**src/rtl/trans_sid_client.sv**
```systemverilog
// Controller-side client of the transfer-SID allocator: requests SIDs, tracks
// ownership and termination, and releases SIDs on software free commands.
module trans_sid_client #(
    parameter int NB_TRANSFERS    = 4,
    parameter int TRANS_SID_WIDTH = 2,
    parameter int CNT_WIDTH       = 3
) (
    input  logic                       clk_i,
    input  logic                       rst_i,
    input  logic                       alloc_req_i,
    output logic                       alloc_busy_o,
    output logic                       alloc_rsp_o,
    output logic [TRANS_SID_WIDTH-1:0] alloc_sid_o,
    output logic                       trans_req_o,
    input  logic                       trans_gnt_i,
    input  logic [TRANS_SID_WIDTH-1:0] trans_sid_i,
    output logic [NB_TRANSFERS-1:0]    trans_clr_o,
    input  logic [NB_TRANSFERS-1:0]    term_sig_i,
    input  logic                       free_req_i,
    input  logic [TRANS_SID_WIDTH-1:0] free_sid_i,
    output logic                       free_ack_o,
    output logic                       free_err_o,
    output logic [NB_TRANSFERS-1:0]    owned_o,
    output logic [NB_TRANSFERS-1:0]    done_o,
    output logic                       done_evt_o,
    output logic [CNT_WIDTH-1:0]       nb_owned_o
);

    typedef enum logic [1:0] {IDLE, REQ, RSP} state_t;

    state_t                     state_q, state_d;
    logic [TRANS_SID_WIDTH-1:0] sid_q;
    logic [NB_TRANSFERS-1:0]    owned_q, owned_d;
    logic [NB_TRANSFERS-1:0]    done_q, done_d;
    logic [CNT_WIDTH-1:0]       cnt_q, cnt_d;
    logic                       grant, sid_ok, free_ok;
    logic [31:0]                free_sid_ext;

    // NOTE: sequential state uses non-blocking assignments so every register
    // samples the pre-edge values, independent of statement order.
    always_ff @(posedge clk_i) begin
        if (rst_i) state_q <= IDLE;
        else       state_q <= state_d;
    end

    // NOTE: every always_comb output gets a default first; a missed branch
    // would otherwise infer a latch.
    always_comb begin
        state_d = state_q;
        unique case (state_q)
            IDLE:    if (alloc_req_i) state_d = REQ;
            REQ:     if (trans_gnt_i) state_d = RSP;
            RSP:     state_d = IDLE;
            default: state_d = IDLE;
        endcase
    end

    assign grant        = (state_q == REQ) && trans_gnt_i;
    assign free_sid_ext = 32'(free_sid_i);
    assign sid_ok       = free_sid_ext < NB_TRANSFERS;
    // A term arriving with the free counts as done, so the two can coincide.
    assign free_ok      = free_req_i && sid_ok && owned_q[free_sid_i] &&
                          (done_q[free_sid_i] || term_sig_i[free_sid_i]);

    always_comb begin
        owned_d = owned_q;
        done_d  = done_q | (term_sig_i & owned_q);
        if (grant) begin
            owned_d[trans_sid_i] = 1'b1;
            done_d[trans_sid_i]  = 1'b0;
        end
        if (free_ok) begin
            owned_d[free_sid_i] = 1'b0;
            done_d[free_sid_i]  = 1'b0;
        end
        cnt_d = cnt_q + CNT_WIDTH'(grant) - CNT_WIDTH'(free_ok);
    end

    always_ff @(posedge clk_i) begin
        if (rst_i) begin
            sid_q       <= '0;
            owned_q     <= '0;
            done_q      <= '0;
            cnt_q       <= '0;
            done_evt_o  <= 1'b0;
            free_ack_o  <= 1'b0;
            free_err_o  <= 1'b0;
            trans_clr_o <= '0;
        end else begin
            if (grant) sid_q <= trans_sid_i;
            owned_q     <= owned_d;
            done_q      <= done_d;
            cnt_q       <= cnt_d;
            done_evt_o  <= |(term_sig_i & owned_q & ~done_q);
            free_ack_o  <= free_ok;
            free_err_o  <= free_req_i && !free_ok;
            trans_clr_o <= free_ok ? (NB_TRANSFERS'(1) << free_sid_i) : '0;
        end
    end

    assign trans_req_o  = (state_q == REQ);
    assign alloc_busy_o = (state_q != IDLE);
    assign alloc_rsp_o  = (state_q == RSP);
    assign alloc_sid_o  = (state_q == RSP) ? sid_q : '0;
    assign owned_o      = owned_q;
    assign done_o       = done_q;
    assign nb_owned_o   = cnt_q;

    // The allocator must never hand out a SID this controller already holds.
    a_grant_unowned: assert property (@(posedge clk_i) disable iff (rst_i)
        grant |-> !owned_q[trans_sid_i]);

endmodule

```
**config.mk**
```make
export PLATFORM = sky130hd
export DESIGN_NAME = trans_sid_client
export DESIGN_NICKNAME = d
export VERILOG_FILES = /design/src/rtl/trans_sid_client.sv
export SDC_FILE = /design/constraint.sdc
export NUM_CORES = 1
export LEC_CHECK = 0
export ABC_AREA = 1
export ABC_CLOCK_PERIOD_IN_PS = 2600
export CORE_ASPECT_RATIO = 1.5
export CORE_MARGIN = 4
export CORE_UTILIZATION = 35
export CTS_CLUSTER_DIAMETER = 40
export DETAILED_ROUTE_END_ITERATION = 10
export GPL_TIMING_DRIVEN = 0
export PLACE_DENSITY = 0.65
export SYNTH_ARGS = -nofsm -noshare
export SYNTH_HDL_FRONTEND = slang
export SYNTH_SLANG_ARGS = --single-unit
```
**constraint.sdc**
```tcl
create_clock -name clk_i -period 2.6 [get_ports clk_i]
set_input_delay 0.52 -clock clk_i [delete_from_list [all_inputs] [get_ports clk_i]]
set_output_delay 0.52 -clock clk_i [all_outputs]
set_load 0.03 [all_outputs]
```
==> out/qor.yml <==
fp.dieW_um: 51.2
internal_power_uw: 531
power.switching_uw: 181
power_frac_seq: 0.496
grt_pass1_vias: 918
n_fill_cell: 260
layout_common_cells: "29 x clkdlybuf4s50_1, 28 x nor2_1, 23 x inv_1"
drive_above_1_share: 0.111
cts_num_sinks: 22
syn_inst: 138
required_ns: 2.76
rows: 23
synth_seq_cells: 22
dp_cells: 210
finalCritPeriodShare: 0.912
regArea_sq_um: 440
setup_violations: 0
clk_path_buf_depth: 2
final-instance-count-excl-fill: 217
fin_skew_ns: 0.00498
drc: 0
die_y_um: 72.8
relSlewSlack: 0.674
hold_slack_ns: 0.458
hold_class: "flop to flop"
pin_count: 36
finalPower_uw: 712
cap_violations: 0
crit_type: "input port to flop"
vias: 999
finalInstanceArea_sq_um: 1470
worst_slack_ns: 0.228
syn2layout_area_growth_pct: 50.1
fin_crit_ns: 2.37
tightest_slew_ns: 0.488
track_usage: 0.148
grt_max_degree: 13
htreeDepth: 1
vias_per_cell: 4.60
worst_setup_path_end_kind: "flop"
power_per_cell_area_nw_per_um2: 483
cts_buffers: 3
start_util: 0.367
status: "finished clean"
fmax_mhz: 422
avgSynthCellArea_sq_um: 7.11
final_common_cell: "clkdlybuf4s50_1"
cts-root-buf: "clkbuf_8"
finalHoldViolCount: 0
clk_pin_slew_worst_paths_ns: 0.07
cts_tree: "built"
synthDistinctLibCells: 20
power_frac_comb: 0.163
peakVddDrop_v: 0.000397
hpwl_mm: 2.00
crit_fanout: 5
antenna_found_initial: 0
drt_wl_total_mm: 2.52
grt_overflow_total: 0
grt_pass1_wl_mm: 4.14
rsz0062_at_grt: "false"
first_pass_iters: 4
netlist_area_sq_um: 981
avgRoutedWirePerCell_um: 11.6
pwr-share-clk: 0.342
multi_input_area_sq_um: 460
place_area_sq_um: 1380
startpoint_type: "input port"
io_buffers: 35
cp.arrival_ns: 2.53
ys_warn_count: 0
p_leak_nw: 0.697
drtAntennaViolNets: 0
netSwitchingFraction: 0.255
clock_latency_ns: 0.26
pre_cts_slack_ns: -0.602
synth_nets: 154
nNetsFinal: 197
core_sq_um: 2680
n_antenna_cell: 0
die_area_sq_um: 3730
ys_seq_area_frac: 0.449
drt_iter0_drc: 22
place.gp.congestion: 0.850
slew_violations: 0
[logic make-up after synthesis]
kind of cell,count (synthesis),share of synthesized area
DFF,22,0.449
xor gates and xnor gates,1,0.00893
AOI/OAI and AO/OA,14,0.0791
and+or+nand+nor,72,0.318
adders and majority gates,3,0.0459
buffers and inverters,26,0.0995
[power groups by stage]
stage                     Clock, mW  Combinational (mW)  Sequential, mW
after global routing          0.264               0.128           0.354
after CTS                     0.247               0.114           0.353
after global placement            0               0.109           0.360
after detailed placement          0               0.111           0.361
after floorplan                   0              0.0473           0.372
final                         0.243               0.116           0.353
[worst paths after layout]
check | from | end | slack (ns) | cells past startpoint
worst min register to register | sid_q[0]$_SDFFE_PP0N_ | sid_q[0]$_SDFFE_PP0N_ | 0.46 | 2
worst min-delay path | sid_q[0]$_SDFFE_PP0N_ | sid_q[0]$_SDFFE_PP0N_ | 0.46 | 2
worst max register to register | owned_o[1]$_SDFF_PP0_ | nb_owned_o[2]$_SDFF_PP0_ | 0.37 | 14
worst max-delay path | free_req_i | nb_owned_o[2]$_SDFF_PP0_ | 0.23 | 13
[per-stage QoR]
step	util	setup TNS, ns
after floorplan	-	0
after global placement	0.515	-0.931
after detailed placement	0.515	-1.01
after CTS	0.542	0
after global routing	0.550	0
final	0.550	0
[sequential cells by signal (all words and copies together) (netlist names)]
name,flops
nb_owned_o,3
sid_q,2
done_o,4
free_err_o,1
state_q,2
done_evt_o,1
free_ack_o,1
trans_clr_o,4
owned_o,4
[repair_timing]
action,CTS,global route
pin swaps,4,10
hold buffers,0,0
resized for setup,3,12
setup buffers,2,1
endpoints found under the setup margin,2,1
[layout make-up]
cell class	instances	area share
buffer	1	0.00255
clock buffer	4	0.0374
tap	37	0.0314
sequential	22	0.299
multi-input combinational	90	0.313
timing repair buffer	38	0.253
inverter	25	0.0637
[metal layers]
metal | vias up | wire, um | global-route usage
met5 | - | 0 | 0
li1 | 514 | - | -
met2 | 31 | 1380 | 0.278
met3 | 5 | 141 | 0.0266
met1 | 449 | 950 | 0.158
met4 | 0 | 48 | 0.0612
[cell usage after synthesis (all sizes together)]
cell type,n,area share
a31oi,1,0.0064
nand3,8,0.041
ha,2,0.026
fa,1,0.020
clkbuf,1,0.0038
a211oi,1,0.0077
inv,25,0.096
xnor2,1,0.0089
dfxtp,22,0.45
o22ai,3,0.019
nor3b,1,0.0077
o21ai,3,0.015
nor3,6,0.031
nand2,24,0.097
nor2,33,0.14
a21oi,6,0.031
[critical path: stages]
cell             delay [ns]
clkdlybuf4s50_1        0.48
inv_1                  0.07
nor2_4                 0.18
nand2_4                0.07
inv_2                  0.06
ha_1                   0.22
inv_1                  0.05
ha_1                   0.13
inv_1                  0.05
fa_2                   0.37
xnor2_2                0.14
o21ai_1                0.13
a21oi_1                0.05
(Power assumes the default switching activity.)
